**src/rtl/serial_subtractor.sv**
```systemverilog
// Bit-serial unsigned subtractor: a - b, LSB first, one bit per clock,
// with a start/busy/done handshake and registered, held results.
module serial_subtractor #(
    parameter int WIDTH = 8
) (
    input  logic             clk,
    input  logic             rst,
    input  logic             start,
    input  logic [WIDTH-1:0] a,
    input  logic [WIDTH-1:0] b,
    output logic             busy,
    output logic             done,
    output logic [WIDTH-1:0] diff,
    output logic             bout
);

    // state | meaning
    // IDLE  | waiting for start; operands captured on accepted start
    // SHIFT | one difference bit per cycle, WIDTH cycles
    // DONE  | one-cycle done pulse; diff/bout already valid
    typedef enum logic [1:0] {
        IDLE  = 2'd0,
        SHIFT = 2'd1,
        DONE  = 2'd2
    } state_t;

    localparam int CW = $clog2(WIDTH + 1);

    state_t           state;
    logic [WIDTH-1:0] ra;
    logic [WIDTH-1:0] rb;
    logic [WIDTH-1:0] rd;
    logic             br;
    logic [CW-1:0]    cnt;

    logic             x;
    logic             y;
    logic             d;
    logic             br_next;
    logic [WIDTH-1:0] rd_next;

    assign x       = ra[0];
    assign y       = rb[0];
    assign d       = x ^ y ^ br;
    assign br_next = (~x & y) | (~(x ^ y) & br);

    // A one-bit result register has nothing to shift in from above.
    generate
        if (WIDTH == 1) begin : g_w1
            assign rd_next = d;
        end else begin : g_wn
            assign rd_next = {d, rd[WIDTH-1:1]};
        end
    endgenerate

    always_ff @(posedge clk) begin
        if (rst) begin
            state <= IDLE;
            ra    <= '0;
            rb    <= '0;
            rd    <= '0;
            br    <= 1'b0;
            cnt   <= '0;
            busy  <= 1'b0;
            done  <= 1'b0;
            diff  <= '0;
            bout  <= 1'b0;
        end else begin
            case (state)
                IDLE: begin
                    done <= 1'b0;
                    if (start) begin
                        ra    <= a;
                        rb    <= b;
                        br    <= 1'b0;
                        cnt   <= '0;
                        busy  <= 1'b1;
                        state <= SHIFT;
                    end else begin
                        busy <= 1'b0;
                    end
                end
                SHIFT: begin
                    ra  <= ra >> 1;
                    rb  <= rb >> 1;
                    rd  <= rd_next;
                    br  <= br_next;
                    cnt <= cnt + CW'(1);
                    if (cnt == CW'(WIDTH - 1)) begin
                        diff  <= rd_next;
                        bout  <= br_next;
                        busy  <= 1'b0;
                        done  <= 1'b1;
                        state <= DONE;
                    end
                end
                DONE: begin
                    done  <= 1'b0;
                    busy  <= 1'b0;
                    state <= IDLE;
                end
                default: begin
                    busy  <= 1'b0;
                    done  <= 1'b0;
                    state <= IDLE;
                end
            endcase
        end
    end

endmodule

```
**config.mk**
```make
export PLATFORM = sky130hd
export DESIGN_NAME = serial_subtractor
export DESIGN_NICKNAME = d
export VERILOG_FILES = /design/src/rtl/serial_subtractor.sv
export SDC_FILE = /design/constraint.sdc
export NUM_CORES = 1
export LEC_CHECK = 0
export CORE_MARGIN = 4
export CORE_UTILIZATION = 33
export DETAILED_ROUTE_END_ITERATION = 10
export HOLD_SLACK_MARGIN = 0.03
export SYNTH_ARGS = -nofsm -noshare
export SYNTH_HDL_FRONTEND = slang
export SYNTH_SLANG_ARGS = --single-unit
```
**constraint.sdc**
```tcl
create_clock -name clk -period 1.7 [get_ports clk]
set_input_delay 0.255 -clock clk [delete_from_list [all_inputs] [get_ports clk]]
set_output_delay 0.255 -clock clk [all_outputs]
set_load 0.02 [all_outputs]
```
==> metrics <==
slowest cell on the critical path and3b_1; final antenna-violating net count 0; startpoint types register; Arr. time, crit path 1.74 ns; count of input and output buffers 29; register share of total power 51.8%; Residual DRC 0; total power 1.99 mW; Die Height 81.4 um; clock root buffer master clkbuf_8; RSZ-0062 raised after global routing no; DP Area 2130 sq um; Worst-Skew Late Latency 0.29 ns; Mapped Area 1780 sq um; core area 5170 sq um; die width 81.4 um; Seq/Total Area, Yosys 46.2%; PostCTS Resize Cnt 0; grt ovf 0; final period utilization 90.2%; CP Data Required Time 1.91 ns; Clock power frac 35.0%; PD cells 890 nW/um^2; max incr delay on CP 0.48 ns; Slew HR 67.9%; outcome complete, no violations; Die ar. 6630 sq um; 1st-iter DRT viols 81; Final Instance Area 2240 sq um; All-Layer GR Usage 11.8%; total CTS buffers 5; crit-path cells ha_1 -> and3b_1 -> a21oi_2 -> a311oi_2; Critical Path Fanout Max 12; number of global-route vias before repair 1325; Synth-to-Final Area Change 25.8%; Mapped Cells 196; Clock Tree Buf Depth 2; Yosys warnings 0; Layout Skew 0.00386 ns; share of cells above drive strength 1 15.9%; commonest cells after routing, fill and taps aside 41 x dfxtp_1, 30 x nand2_1, 29 x clkdlybuf4s50_1, 24 x a21oi_1, 20 x nor2_1; post-layout min period 1.53 ns; Max VDD drop 0.314 mV; Leakage Power 0.797 nW; routed len/inst 12.3 um; most common cell after layout, fill and taps aside dfxtp_1; Power Internal 1.50 mW; Top-Level Pins 30; GPL Wtd Cong 0.684; Net Sw Frac 24.8%; Synth cell types 35; vias per inst 4.83; num rows 26; EDFF count, synth 0; CP delay by family, top simple AND/OR/NAND/NOR gates; Syn Nets 217; Nets 246; first-pass iteration count of the detailed router 4; crit path buf inv count 0; mean post-synth cell area 9.07 sq um; fmax 652 MHz; Final Setup Violations 0; DP HPWL 2.42 mm; Starting Density 34.4%; initial antenna violation count 0; class of the worst hold path register to register; CP endpoint kind register; largest net degree at the start of global routing 32; R2R depth 4; setup TNS 0 ns; Vias 1430; worst-margin pin slew 0.481 ns; number of diodes 0; Worst Path Class, Setup register to register; Hold Crit Depth 2; WP depth 4; CTS tree yes; Setup WS pre-CTS 0.129 ns; first-pass GRT wire length 6.09 mm; Hold Fails Final Rpt 0; Routed WL 3.63 mm; H-tree levels 2; CTS sink count 41; switching pwr 492 uW; Comb pwr share 13.2%; postcts setup bufs 0; Max Slew Vio Count 0; ys async rst share 0%; clock slew at reported path FFs 0.08 ns; max-cap violation count 0; number of synthesized register bits 41; Top FF cell, synth dfxtp_1; post-route setup slack 0.167 ns; # hold bufs at CTS 0
-- cell usage after synthesis (2+ instances only) --
cell / count / area (sq um)
a211oi_1: 5 / 37.5
a211oi_2: 8 / 100
a21oi_1: 24 / 120
a21oi_2: 6 / 52.6
a22oi_1: 3 / 22.5
a311oi_2: 2 / 30.0
a31oi_1: 2 / 12.5
buf_2: 4 / 20.0
buf_4: 2 / 15.0
buf_6: 5 / 56.3
clkbuf_1: 3 / 11.3
dfxtp_1: 41 / 821
inv_1: 2 / 7.51
nand2_1: 30 / 113
nand3_1: 10 / 50.1
nor2_1: 20 / 75.1
nor3_1: 3 / 15.0
o21ai_0: 9 / 45.0
-- per-stage QoR --
stage / cells / utilization [%] / hold WS [ns]
after detailed placement: 288 / 41.3 / 0.453
after global placement: 288 / 41.3 / 0.445
after CTS: 296 / 43.2 / 0.465
after floorplan: 196 / - / 0.345
after global routing: 296 / 43.2 / 0.498
final: 296 / 43.2 / 0.465
-- per-layer routing --
| metal | vias to the layer above | GRT usage, % | share of wire [%] | routed length [um] |
|---|---|---|---|---|
| met5 | - | 0 | 0 | 0 |
| met4 | 0 | 4.56 | 1.5 | 53 |
| met3 | 5 | 3.66 | 4.0 | 146 |
| met2 | 22 | 17.5 | 46 | 1670 |
| met1 | 662 | 16.0 | 48 | 1760 |
| li1 | 741 | - | - | - |
-- layout make-up --
class	count	area, sq um
Clock inverter	1	5.00
Sequential cell	41	821
Fill cell	514	2940
Multi-Input combinational cell	137	823
Inverter	2	7.51
Clock buffer	7	96.3
Tap cell	70	87.6
Timing Repair Buffer	38	395
-- worst reg2reg max path, stage by stage (launching register included) --
cell and delay (ns):
dfxtp_1 0.39, ha_1 0.23, and3b_1 0.48, a21oi_2 0.11
a311oi_2 0.23
-- logic make-up (layout without fill, tap and decap cells) --
group                    after synthesis  after routing  share of synthesized area, %
flip-flops                            41             41                          46.2
adder cells (fa/ha/maj)                2              2                          1.83
AO/OA/AOI/OAI                         65             65                          27.3
AND/OR/NAND/NOR                       70             70                          17.2
buffers and inverters                 18             48                          7.53
-- final timing paths --
check | start | to | slack (ns)
max reg2reg | cnt[0] | bout | 0.17
max | cnt[0] | bout | 0.17
min | rd[1] | rd[1] | 0.47
min reg2reg | rd[1] | rd[1] | 0.47
-- power groups by stage --
stage	sequential, mW	clock (mW)	combinational (mW)
after floorplan	1.05	0	0.186
after global placement	1.05	0	0.262
after detailed placement	1.05	0	0.264
after CTS	1.03	0.714	0.265
after global routing	1.03	0.750	0.290
final	1.03	0.697	0.262
-- registers in the layout, summed over array words and instances (netlist names) --
signal,cells
cnt,4
diff,8
rd,7
br,1
done,1
busy,1
ra,8
bout,1
state,2
rb,8
No activity file was read; power rests on OpenSTA's default activity.
==> variant 1 (same settings) <==
Reset style: asynchronous (`rst`), changed in one clocked block.
--- a/src/rtl/serial_subtractor.sv
+++ b/src/rtl/serial_subtractor.sv
@@ -54,5 +54,5 @@
     endgenerate
 
-    always_ff @(posedge clk) begin
+    always_ff @(posedge clk or posedge rst) begin
         if (rst) begin
             state <= IDLE;
Formal check against the unedited RTL: differs if rst is asserted again (counterexample within 4 cycles, from zero or initial values and one cycle with rst high); with rst held inactive, the same outputs for 10 cycles.
==> variant 1 against the unedited design <==
  * Cell area increased by 2.5%
  * Routed wire length is 3.4% lower
  * Synthesized cell count decreased by 16%
  * Register-to-register slack improved by 0.06 ns
  * Non-clock buffer count rose by 2
  * Area after synthesis is 0.77% higher
  * Count of clock-buffer cells in the layout is 1 higher
  * Sequential cell count did not move
  * Setup slack better by 0.014 ns
  * Cell count is 8.1% lower
Power is not compared: it rests on default switching activity, and its combinational part moved more than twofold at a synthesized area within 25%.
==> variant 1: results (changes against the unedited design) <==
| Metric | Value |
|---|---|
| CP max stage cell | `clkdlybuf4s50_1 (was and3b_1)` |
| Post-synthesis sequential area ratio | `57.3% (was 46.2%)` |
| R2r setup slk | `0.23 ns (was 0.17 ns)` |
| Vias in the first global route | `1,273 (was 1,325)` |
| First-pass GRT wire length | `6.02 mm (was 6.09 mm)` |
| Status | `finished clean (unchanged)` |
| Critical R2R Launch | `cnt[0]$_DFFE_PP0P_ (was cnt[0]$_SDFFE_PP0P_)` |
| Critical path endpoint | `busy (was bout$_SDFFE_PP0P_)` |
| Fill cells | `480 (was 514)` |
| Arrival @ worst endpoint | `1.26 ns (was 1.74 ns)` |
| Max stage delay on crit path | `0.61 ns (was 0.48 ns)` |
| Dpl hpwl | `2.46 mm (was 2.42 mm)` |
| DR vias | `1,243 (was 1,430)` |
| Slew @ Worst Pin | `0.324 ns (was 0.481 ns)` |
| Synth Flop Type | `dfrtp_1 (was dfxtp_1)` |
| CP top delay family | `buffers and inverters (was simple AND/OR/NAND/NOR gates)` |
| Ratio of cells with drive above 1 in the final layout | `13.4% (was 15.9%)` |
| GRT Util Overall | `11.7% (was 11.8%)` |
| Worst Setup SP | `busy$_DFFE_PP0P_ (was cnt[0]$_SDFFE_PP0P_)` |
| Ranking of synthesized cells by area | `dfrtp_1, nand2_1, and3b_1 (was dfxtp_1, a21oi_1, nand2_1)` |
| Layout Skew | `0.00368 ns (was 0.00386 ns)` |
| Largest net degree at the start of global routing | `42 (was 32)` |
| Reg2reg end | `diff[2]$_DFFE_PP0P_ (was bout$_SDFFE_PP0P_)` |
| RePlAce Congestion | `0.742 (was 0.684)` |
| Post-synth cell types | `28 (was 35)` |
| Placed instance area | `2210 µm² (was 2130 µm²)` |
| Final cycle utilization of the critical path | `89.3% (was 90.2%)` |
| Async SR Flop Fraction | `100% (was 0%)` |
| Post-layout net count | `222 (was 246)` |
==> variant 1: cell count changes after synthesis, sizes merged, moves of 3 or more <==
cell    unedited run  this run
nor3               3         0
buf               13         7
and3b              1        10
a22o               0         4
mux2               0         8
a211oi            13         0
dfxtp             41         0
nand3             10         1
nand2             30        36
nor2              20         4
a21oi             30        12
dfrtp              0        41
o21ai              9        14
==> variant 1: stage by stage <==
stage	total power [mW]	std cells	setup slack [ns]	util, %
after floorplan	2.51	164	0.356	-
after global placement	3.03	264	0.109	42.8
after detailed placement	3.05	264	0.0410	42.8
after CTS	3.66	272	0.165	44.3
after global routing	3.92	272	0.0930	44.3
final	3.63	272	0.181	44.3
==> variant 1: layout make-up <==
type | count | area [µm²] | share of cell area (%)
Clock buffer | 8 | 80.1 | 3.49
Inverter | 4 | 15.0 | 0.655
Tap cell | 70 | 87.6 | 3.82
Sequential cell | 41 | 1030 | 44.8
Timing Repair Buffer | 40 | 385 | 16.8
Multi-Input combinational cell | 109 | 698 | 30.5
==> variant 1: cell families (layout without fill, tap and decap cells) <==
logic type,after synthesis,after routing,share of synthesized area [%]
AO/OA/AOI/OAI,41,41,13.8
multiplexers,9,9,5.59
adder cells (fa/ha/maj),2,2,1.82
flip-flops,41,41,57.3
buffers and inverters,14,52,3.77
AND/OR/NAND/NOR,57,57,17.7
==> variant 1: how the worst min path moves through the flow <==
stage                      start             endpoint  slack [ns]  depth (start not counted)
2_1_floorplan               a[7]    ra[7]$_DFFE_PP0P_        0.39                          1
3_5_place_dp   rd[7]$_DFFE_PP0P_    rd[6]$_DFFE_PP0P_        0.47                          2
3_3_place_gp   rd[1]$_DFFE_PP0P_    rd[1]$_DFFE_PP0P_        0.46                          2
4_1_cts                      rst   cnt[3]$_DFFE_PP0P_        0.32                          3
5_1_grt                      rst  diff[6]$_DFFE_PP0P_        0.34                          3
6_report                     rst       br$_DFFE_PP0P_        0.31                          3
==> variant 1: power breakdown <==
| part | internal, mW | total, mW | switching, mW | leakage, nW |
|---|---|---|---|---|
| Clock | 0.292 | 0.604 | 0.313 | 0.0395 |
| Combinational | 0.704 | 1.41 | 0.707 | 0.521 |
| Sequential | 1.36 | 1.61 | 0.254 | 0.525 |
| Total | 2.35 | 3.63 | 1.27 | 1.09 |
==> variant 1: routing by layer <==
metal  GRT usage, %  wire length (µm)  vias to the layer above  part of all wire [%]
met2           17.8              1650                       23                    47
met3           2.96               121                        4                   3.5
met5              0                 0                        -                     0
met1           16.6              1710                      578                    49
met4           3.49                29                        0                  0.83
li1               -                 -                      638                     -
==> variant 2 (same flow settings) <==
Made on the original files. `WIDTH`: 8 -> 16.
--- a/src/rtl/serial_subtractor.sv
+++ b/src/rtl/serial_subtractor.sv
@@ -2,5 +2,5 @@
 // with a start/busy/done handshake and registered, held results.
 module serial_subtractor #(
-    parameter int WIDTH = 8
+    parameter int WIDTH = 16
 ) (
     input  logic             clk,
Interface: changed (resized a, b and diff); port bits go from 30 to 54. The function was not compared with the original's and may differ.
==> variant 2 against the unedited design <==
  * Area after synthesis rose by 75%
  * Synthesized cell count rose by 78%
  * Hold slack got worse by 0.23 ns
  * Cell area rose by 79%
  * Setup slack got worse by 0.037 ns
  * Sequential cell count rose by 33
  * Routed wire length rose by 93%
  * Total power rose by 90%
  * Fmax fell by 2.3%
  * Cell count rose by 74%
  * Combinational power rose by 84%
  * Non-clock buffer count rose by 33
  * Highest routed layer unchanged
==> variant 2: results (changes against the unedited design) <==
| Metric | Value |
|---|---|
| Vias in the first global route | `2,434 (was 1,325)` |
| CTS Buf Count | `9 (was 5)` |
| DR iter-0 viols | `94 (was 81)` |
| WL/cell | `13.6 µm (was 12.3 µm)` |
| Arrival @ worst endpoint | `1.31 ns (was 1.74 ns)` |
| Reg2reg path depth | `6 (was 4)` |
| Mapped cell area | `3110 µm² (was 1780 µm²)` |
| First-pass GRT wire length | `11.7 mm (was 6.09 mm)` |
| Reg2reg end | `diff[13]$_SDFFE_PP0P_ (was bout$_SDFFE_PP0P_)` |
| Min-Delay Path Class | `input pin to flop (was flop to flop)` |
| GRT Util Overall | `13.0% (was 11.8%)` |
| Layout Cells excl Fill | `515 (was 296)` |
| Worst Setup SP | `busy$_SDFFE_PP0P_ (was cnt[0]$_SDFFE_PP0P_)` |
| CP max stage cell | `clkdlybuf4s50_1 (was and3b_1)` |
| Slew @ Worst Pin | `0.755 ns (was 0.481 ns)` |
| Wire length on met2 | `3.35 mm (was 1.67 mm)` |
| Clk. pwr | `1.40 mW (was 697 µW)` |
| Clock buffers | `9 (was 7)` |
| Final-layout clock-cell area share | `4.86% (was 4.53%)` |
| Hold_sp | `rst (was rd[1]$_SDFFE_PP0P_)` |
| Comb power frac | `12.8% (was 13.2%)` |
| Placed instance area | `3780 µm² (was 2130 µm²)` |
| Critical path endpoint | `busy (was bout$_SDFFE_PP0P_)` |
| Buffers on Ports | `53 (was 29)` |
| Fill cells | `927 (was 514)` |
| Status | `finished clean (unchanged)` |
| Post-synth cell types | `41 (was 35)` |
| Met3 WL post-DR | `296 µm (was 146 µm)` |
| RePlAce Congestion | `0.788 (was 0.684)` |
| Combinational power | `483 µW (was 262 µW)` |
| Multi-input gates | `240 (was 137)` |
| Layout Skew | `0.00960 ns (was 0.00386 ns)` |
| Inverters | `6 (was 2)` |
| Dpl hpwl | `4.86 mm (was 2.42 mm)` |
| Met1 WL | `3.33 mm (was 1.76 mm)` |
| Signal buffers | `71 (was 38)` |
| Worst-Skew Late Latency | `0.34 ns (was 0.29 ns)` |
| Placed insts | `502 (was 288)` |
| Largest net degree at the start of global routing | `33 (was 32)` |
| Compound-Gate Fraction of Synth Area | `25.9% (was 27.3%)` |
| Ratio of cells with drive above 1 in the final layout | `14.6% (was 15.9%)` |
| Avg Cell Area, Syn | `8.93 µm² (was 9.07 µm²)` |
| Sw Share | `24.2% (was 24.8%)` |
## variant 2: changes by cell type after synthesis, sizes merged, moves of 10 or more
cell / unedited run / this run
a21oi: 30 / 47
o2bb2ai: 0 / 11
or3b: 0 / 12
nor2: 20 / 30
dfxtp: 41 / 74
nand2: 30 / 62
o221ai: 0 / 12
## variant 2: how the worst min path moves through the flow
| stage | to | slack, ns | cells after the start |
|---|---|---|---|
| 6_report | busy$_SDFFE_PP0P_ | 0.23 | 2 |
| 5_1_grt | busy$_SDFFE_PP0P_ | 0.24 | 2 |
| 4_1_cts | busy$_SDFFE_PP0P_ | 0.23 | 2 |
| 3_5_place_dp | diff[6]$_SDFFE_PP0P_ | 0.45 | 2 |
| 3_3_place_gp | diff[6]$_SDFFE_PP0P_ | 0.44 | 2 |
| 2_1_floorplan | ra[15]$_SDFFE_PP0P_ | 0.38 | 1 |
## variant 2: layer usage
metal  track usage (%)  up-vias
met2              20.3       59
li1                  -     1330
met4              5.34        0
met5                 0        -
met1              17.0     1251
met3              3.27        2
